===== src/rtl/snes_pad_poller.sv =====
// snes_pad_poller: polls an SNES-style serial pad (latch/clock/data) once per
// frame, remaps the 16 serial bits onto the Game Boy button vector
// {Start,Select,B,A,Down,Up,Left,Right} (0 = pressed), filters impossible
// direction pairs and commits the result atomically.
// Optional build macro PAD_TURBO_EN: X/Y act as turbo A/B, alternating every
// TURBO_FRAMES committed frames.
//
// state  | meaning
// IDLE   | waiting for poll timer expiry or poll_now; latch=0, clk=1
// LATCH  | latch pulse, 2*HALF_DIV cycles
// WAIT0  | latch released, bit 0 sampled in the last cycle
// CLK_LO | pad_clk low half-period
// CLK_HI | pad_clk high half-period, bit n sampled in the last cycle
// UPDATE | commit buttons, pulse frame_valid
module snes_pad_poller #(
  parameter int HALF_DIV     = 26,
  parameter int POLL_DIV     = 69905,
  parameter int TURBO_FRAMES = 2
) (
  input  logic       clk,
  input  logic       reset,
  input  logic       poll_now,
  input  logic       pad_data,
  output logic       pad_latch,
  output logic       pad_clk,
  output logic [7:0] buttons,
  output logic       frame_valid,
  output logic       busy
);

  localparam int TW = $clog2(POLL_DIV);
  localparam int HW = $clog2(2 * HALF_DIV);
  localparam logic [TW-1:0] POLL_LOAD  = TW'(POLL_DIV - 1);
  localparam logic [HW-1:0] HALF_LOAD  = HW'(HALF_DIV - 1);
  localparam logic [HW-1:0] LATCH_LOAD = HW'(2 * HALF_DIV - 1);

  typedef enum logic [2:0] {
    IDLE   = 3'd0,
    LATCH  = 3'd1,
    WAIT0  = 3'd2,
    CLK_LO = 3'd3,
    CLK_HI = 3'd4,
    UPDATE = 3'd5
  } state_t;

  state_t        state;
  logic [TW-1:0] poll_cnt;
  logic [HW-1:0] half_cnt;
  logic [3:0]    bits_left;
  logic [15:0]   shift;
  logic [1:0]    data_sync;
  logic          start_frame;
  logic [7:0]    commit_buttons;
  logic          a_bit, b_bit, up_bit, dn_bit, lf_bit, rt_bit;
  logic          unused_bits;

  assign start_frame = (state == IDLE) && (poll_now || (poll_cnt == '0));

  // Two-flop synchroniser for the asynchronous pad data line.
  always_ff @(posedge clk) begin
    if (reset) data_sync <= 2'b11;
    else       data_sync <= {data_sync[0], pad_data};
  end

  // Poll timer keeps counting through a frame; reloading at frame start keeps
  // the frame period at exactly POLL_DIV regardless of frame length.
  always_ff @(posedge clk) begin
    if (reset)                 poll_cnt <= POLL_LOAD;
    else if (start_frame)      poll_cnt <= POLL_LOAD;
    else if (poll_cnt != '0)   poll_cnt <= poll_cnt - 1'b1;
  end

`ifdef PAD_TURBO_EN
  localparam int TCW = (TURBO_FRAMES > 1) ? $clog2(TURBO_FRAMES) : 1;
  localparam logic [TCW-1:0] TURBO_LOAD = TCW'(TURBO_FRAMES - 1);
  logic [TCW-1:0] turbo_cnt;
  logic           turbo_phase;

  // Turbo phase flips after every TURBO_FRAMES commits.
  always_ff @(posedge clk) begin
    if (reset) begin
      turbo_cnt   <= TURBO_LOAD;
      turbo_phase <= 1'b0;
    end else if (state == UPDATE) begin
      if (turbo_cnt == '0) begin
        turbo_cnt   <= TURBO_LOAD;
        turbo_phase <= ~turbo_phase;
      end else begin
        turbo_cnt <= turbo_cnt - 1'b1;
      end
    end
  end

  assign unused_bits = ^shift[15:10];
`else
  assign unused_bits = ^{shift[15:9], shift[1]};
`endif

  // Remap serial bits to the button vector and drop opposing direction pairs.
  always_comb begin
    a_bit  = shift[8];
    b_bit  = shift[0];
    up_bit = shift[4];
    dn_bit = shift[5];
    lf_bit = shift[6];
    rt_bit = shift[7];
`ifdef PAD_TURBO_EN
    if (turbo_phase) begin
      a_bit = shift[8] & shift[9];
      b_bit = shift[0] & shift[1];
    end
`endif
    if (!up_bit && !dn_bit) begin
      up_bit = 1'b1;
      dn_bit = 1'b1;
    end
    if (!lf_bit && !rt_bit) begin
      lf_bit = 1'b1;
      rt_bit = 1'b1;
    end
    commit_buttons = {shift[3], shift[2], b_bit, a_bit, dn_bit, up_bit, lf_bit, rt_bit};
  end

  // Frame sequencer; pad pins and status outputs are registered here.
  always_ff @(posedge clk) begin
    if (reset) begin
      state       <= IDLE;
      pad_latch   <= 1'b0;
      pad_clk     <= 1'b1;
      buttons     <= 8'hFF;
      frame_valid <= 1'b0;
      busy        <= 1'b0;
      half_cnt    <= '0;
      bits_left   <= '0;
      shift       <= '1;
    end else begin
      frame_valid <= 1'b0;
      case (state)
        IDLE: begin
          if (start_frame) begin
            state     <= LATCH;
            pad_latch <= 1'b1;
            half_cnt  <= LATCH_LOAD;
            busy      <= 1'b1;
          end
        end
        LATCH: begin
          if (half_cnt == '0) begin
            state     <= WAIT0;
            pad_latch <= 1'b0;
            half_cnt  <= HALF_LOAD;
          end else begin
            half_cnt <= half_cnt - 1'b1;
          end
        end
        WAIT0: begin
          if (half_cnt == '0) begin
            shift     <= {data_sync[1], shift[15:1]};
            state     <= CLK_LO;
            pad_clk   <= 1'b0;
            half_cnt  <= HALF_LOAD;
            bits_left <= 4'd15;
          end else begin
            half_cnt <= half_cnt - 1'b1;
          end
        end
        CLK_LO: begin
          if (half_cnt == '0) begin
            state    <= CLK_HI;
            pad_clk  <= 1'b1;
            half_cnt <= HALF_LOAD;
          end else begin
            half_cnt <= half_cnt - 1'b1;
          end
        end
        CLK_HI: begin
          if (half_cnt == '0) begin
            shift     <= {data_sync[1], shift[15:1]};
            bits_left <= bits_left - 1'b1;
            half_cnt  <= HALF_LOAD;
            if (bits_left == 4'd1) begin
              state <= UPDATE;
            end else begin
              state   <= CLK_LO;
              pad_clk <= 1'b0;
            end
          end else begin
            half_cnt <= half_cnt - 1'b1;
          end
        end
        UPDATE: begin
          buttons     <= commit_buttons;
          frame_valid <= 1'b1;
          busy        <= 1'b0;
          state       <= IDLE;
        end
        default: begin
          state     <= IDLE;
          pad_latch <= 1'b0;
          pad_clk   <= 1'b1;
          busy      <= 1'b0;
        end
      endcase
    end
  end

endmodule


===== config.mk =====
export PLATFORM = sky130hd
export DESIGN_NAME = snes_pad_poller
export DESIGN_NICKNAME = d
export VERILOG_FILES = /design/src/rtl/snes_pad_poller.sv
export SDC_FILE = /design/constraint.sdc
export NUM_CORES = 1
export LEC_CHECK = 0
export ABC_AREA = 1
export CAP_MARGIN = 5
export CORE_UTILIZATION = 48
export DETAILED_ROUTE_END_ITERATION = 7
export HOLD_SLACK_MARGIN = 0.12
export PLACE_DENSITY = 0.69
export SYNTH_ARGS = -nofsm -noshare
export SYNTH_HDL_FRONTEND = slang
export SYNTH_SLANG_ARGS = --single-unit

===== constraint.sdc =====
create_clock -name clk -period 1.3 [get_ports clk]
set_input_delay 0.195 -clock clk [delete_from_list [all_inputs] [get_ports clk]]
set_output_delay 0.195 -clock clk [all_outputs]
set_load 0.005 [all_outputs]

[Word level (Yosys, flattened, before mapping)]
Index checks and enable logic that the tools add are counted.
Storage, ports and cells
  bits in registers: 60
  bits of input ports: 4
  output and inout port bits: 12
  word-level logic and storage cells: 81
Operators by class
  add/subtract/negate cells: 3
  eq/ne operators: 12
  muxes and demuxes: 26
  bitwise logic cells: 3
  reduce and logical (&&, ||, !) cells: 26
Operators with widths (count)
  3-bit two-way mux: 6
  17-bit logical NOT: 1
  17-bit nonzero test: 1
  17-bit by 1-bit subtractor with 17-bit output, second input constant: 1
  3-bit case mux with 5 select lines: 1
  6-bit two-way mux: 2
  2-bit != test, second input constant: 6
  6-bit case mux with 2 select lines: 1
  1-bit two-way mux: 10
  5-bit AND reduction: 2
  4-bit two-way mux: 2
  4-bit case mux with 2 select lines: 1
  4-bit OR reduction: 2
  3-bit by 2-bit == test with 1-bit output, second input constant: 2
  3-bit == test, second input constant: 2
  6-bit logical NOT: 1
  2-bit AND reduction: 3
  3-bit AND reduction: 2
  6-bit by 1-bit subtractor with 6-bit output, second input constant: 1
  4-bit by 1-bit == test with 1-bit output, second input constant: 1
  1-bit logical NOT: 4
  1-bit case mux with 4 select lines: 1
  2-bit nonzero test: 2
  2-bit OR reduction: 2
  other kinds (9): 13

[Longest topological paths before layout]
  depth after elaboration: 5
  depth in mapped cells: 11
  gate-level depth less buffers: 11

[Least setup slack after synthesis]
Ideal clock, no wire load.
  kind: register to register
  start: register half_cnt[0]
  end: register shift[11]
  setup time: 130 ps
  arrival: 1318 ps
  required time: 1170 ps
  path slack: -148 ps
  cell stages (with the launch flop): 9
  path buffers: 1
  period minus slack after synthesis: 1448 ps
  cell sequence: dfxtp_1 > inv_1 > ha_1 > nand4_4 > a21oi_4 > inv_4 > buf_6 > nand2_1 > nand3_1
On the way
  longest elaborated chain between the ends: 2
Ends and longest elaborated chain
  start, declared: RTL line 48  | logic [HW-1:0] half_cnt;
  start signal, assigned: RTL line 153  | half_cnt <= half_cnt - 1'b1;
  start signal, assigned: RTL line 164  | half_cnt <= half_cnt - 1'b1;
  start signal, assigned: RTL line 173  | half_cnt <= half_cnt - 1'b1;
  6-bit logical NOT: RTL line 157, 177
  2-bit AND reduction (no source line)
  end signal, assigned: RTL line 158  | shift <= {data_sync[1], shift[15:1]};
  end signal, assigned: RTL line 178  | shift <= {data_sync[1], shift[15:1]};
  end, declared: RTL line 50  | logic [15:0] shift;
Every way passes these cells.
A chain may end at the register's enable or synchronous reset.

[Worst setup path in the final report]
  start: register poll_cnt[1]
  end: register poll_cnt[6]
On the way
  longest elaborated chain between the ends: 4
  elaborated cells between the ends (all ways): 6
  classes of those cells: add/sub: 1; reduce/logical: 5
Ends and longest elaborated chain
  start, declared: RTL line 47  | logic [TW-1:0] poll_cnt;
  start signal, assigned: RTL line 70  | else if (poll_cnt != '0) poll_cnt <= poll_cnt - 1'b1;
  branches (longest 4 deep; another with 17-bit by 1-bit subtractor with 17-bit output)
Several ways; the timed one is not identified.

==> metrics.cfg <==
[status]
status = finished, violations left
violations = setup timing

[pwr]
finalPower_mw = 8.14
p_switching_mw = 3.25
p_leak_nw = 1.89
p_seq_share_pct = 30.7
p_comb_share_pct = 48.5
powerDensity_nw_per_um2 = 1880
clockPowerShare_pct = 20.8
irDropWorstVdd_mv = 1.10
p_int_mw = 4.90
p_sw_share_pct = 39.9

[routing]
drcViolationCount = 0
drt-initial-drc-count = 165
final_antenna_net_count = 0
num_vias = 2868
via_per_inst = 5.31
wire_per_inst_um = 15.7
drt_first_pass_iters = 6
totalWireLength_um = 8470

[layout]
nFillCells = 355
syn2layout_area_growth_pct = 57.7
n_antenna_cell = 0
final_area_um2 = 4340
multi_input_area_um2 = 1830
nets = 473
fin_cells = 540
post-route-util_pct = 78.8
final_layout_size_suffix_gt1_share_pct = 50.4
register_area_um2 = 1240

[min_path]
hp-class = in -> reg

[placement]
gp_congestion = 0.837
place_inst = 510
dpl.hpwl_um = 4710
dpl_cell_area_um2 = 3480
portBuffers = 15
place_ws_ps = -168

[clock_network]
cts_htree_levels = 3
clk_path_buf_depth = 2
cts_root_buffer = clkbuf_8
clkTransAtPathRegs_ps = 80
cts_tree = yes
cts_inserted_buffers = 9
clk-insertion-delay-late_ps = 350
ctsHoldBuffers = 0
cts_sinks = 60

[yosys]
synth-edff-count = 0
synth_cell_types = 33
synthSimpleGateAreaFrac_pct = 31.4
synthArstFlopShare_pct = 0
synth_flop_cell = dfxtp_1
synth_top_family_by_area = simple AND/OR/NAND/NOR gates
synth_nets = 375
syn_area_um2 = 2750
synth_compound_area_share_pct = 9.91
synth.area.mux_share_pct = 0
synth_xor_area_share_pct = 4.77
synth.ff_latch_count = 60
netlist_instances = 365
ys_warn_count = 0
syn_area_per_cell_um2 = 7.54
synthAdderAreaFrac_pct = 2.73
yosysSeqAreaShare_pct = 43.6

[global_routing]
first_global_vias = 2514
grt_max_degree = 21
overflow = 0
grt_pass1_wl_um = 11500
grt_usage_pct = 24.5
antenna_found_initial = 0

[floorplanning]
die_w_um = 77.7
start_util_pct = 50.0
core-area_um2 = 5510
die-area_um2 = 6040
die_h_um = 77.7
rows = 27
io_pins = 16

[setup_path]
crit_top_cell = inv_2
worstPathMaxFanout = 3
crit_required_ps = 1560
startpoint_type = flip-flop
crit_chain = inv_2 > buf_6 > ha_4 > inv_2 > nor2_2 > xor2_1 > nand2_1 > nor2_1
critPathSlowestCell = dfxtp_2
critical_path.max_stage_delay_ps = 340
worstSetupPathType = reg -> reg
cp-end-kind = flip-flop
arrival_ps = 1690

[timing]
tightest_slew_ps = 313
rsz0062_at_grt = yes
hold_viol_final = 0
slew_headroom_pct = 78.9
fin_crit_sh_pct = 110
clock.fmax_mhz = 701
setup_viol = 48
maxSlewViolCount = 0
skew_ps = 13.9
period_needed_ps = 1430
setup_slack_ps = -127

[flow_run]
maxCapViolations = 0

==> sequential cells by signal, indices dropped and copies added, names as in the netlist <==
signal       cells
frame_valid      1
data_sync        2
bits_left        4
pad_latch        1
half_cnt         6
busy             1
pad_clk          1
buttons          8
state            3
shift           16
poll_cnt        17
==> critical path, delay by kind of cell, from the launching register on <==
kind,cells,cell delay [ps]
buffers and inverters,3,230
AND/OR/NAND/NOR,3,380
XOR/XNOR,1,230
flip-flops,1,340
adder cells (fa/ha/maj),1,160
==> synth_stat cells, types with 2 or more instances <==
| cell | instances | share of area (%) |
|---|---|---|
| nand2_1 | 93 | 13 |
| dfxtp_1 | 60 | 44 |
| nor2_1 | 42 | 5.7 |
| inv_1 | 34 | 4.6 |
| nand3_1 | 34 | 6.2 |
| a21oi_1 | 15 | 2.7 |
| o21ai_0 | 13 | 2.4 |
| xor2_1 | 13 | 4.1 |
| ha_1 | 6 | 2.7 |
| o211ai_1 | 6 | 1.6 |
| clkbuf_1 | 5 | 0.68 |
| nor2_2 | 5 | 1.1 |
| nor3_1 | 5 | 0.91 |
| a32oi_1 | 4 | 1.3 |
| buf_6 | 4 | 1.6 |
| nand2_2 | 3 | 0.68 |
| or2_2 | 3 | 0.68 |
| a31oi_1 | 2 | 0.45 |
| nand4_1 | 2 | 0.45 |
| nor2_4 | 2 | 0.82 |
| xnor2_1 | 2 | 0.64 |
==> cell usage in the layout, fill, tap and decap left out, types with 3 or more instances in the layout <==
cell	count
nand2_1	66
buf_4	62
dfxtp_1	39
inv_1	24
nor2_1	19
nand2_2	18
nand3_2	17
nor2_2	17
dfxtp_2	17
nand3_1	16
buf_6	15
nor2_4	13
nand2_4	12
dlygate4sd2_1	12
xor2_1	11
a21oi_2	9
clkbuf_8	9
inv_2	8
a21oi_1	6
o211ai_1	6
o21ai_1	5
o21ai_0	5
a32oi_1	4
dfxtp_4	4
inv_4	3
or2_2	3
o21ai_2	3
ha_4	3
ha_1	3
buf_8	3
clkdlybuf4s50_1	3
==> kinds of logic after synthesis <==
logic type,after synthesis
xor gates and xnor gates,15
AOI/OAI and AO/OA,44
DFF,60
and+or+nand+nor,194
adders and majority gates,6
buffers and inverters,46
==> layout make-up <==
cell class / count / area share [%]
tap: 72 / 2.08
timing repair inverter: 1 / 0.173
sequential: 60 / 28.5
multi-input combinational: 259 / 42.1
clock buffer: 10 / 2.94
clock inverter: 6 / 1.50
inverter: 36 / 3.46
timing repair buffer: 96 / 19.2
==> power groups by stage <==
stage / Combinational, mW / Clock [mW] / Sequential (mW)
global route: 4.22 / 1.79 / 2.52
CTS: 3.20 / 1.67 / 2.40
global placement: 2.64 / 0 / 2.40
finish: 3.95 / 1.69 / 2.50
floorplan: 1.61 / 0 / 2.39
detailed placement: 2.71 / 0 / 2.41
==> timing repair <==
action	CTS	global route
gates resized for setup	76	109
endpoints found under the setup margin	59	57
setup buffers	7	5
pin swaps	22	37
gates cloned	2	0
==> per-stage QoR <==
step                TNS [ps]  hold slack (ps)
finish                 -2820              422
global route           -6600              429
CTS                    -1090              423
detailed placement     -3390              403
global placement       -2520              400
floorplan               -409              299
==> worst paths after layout <==
path                                    from           end  slack, ps  depth (start not counted)
worst max register to register   poll_cnt[1]   poll_cnt[6]       -130                          8
worst min-delay path                pad_data  data_sync[0]        420                          2
worst min register to register  data_sync[0]  data_sync[1]        420                          1
worst max-delay path             poll_cnt[1]   poll_cnt[6]       -130                          8
==> layer usage <==
layer  part of all wire, %  GRT usage [%]
met3                   4.9           6.24
met5                     0              0
met4                   2.9           11.3
met2                    52           41.1
met1                    41           29.3
(Power assumes the default switching activity.)
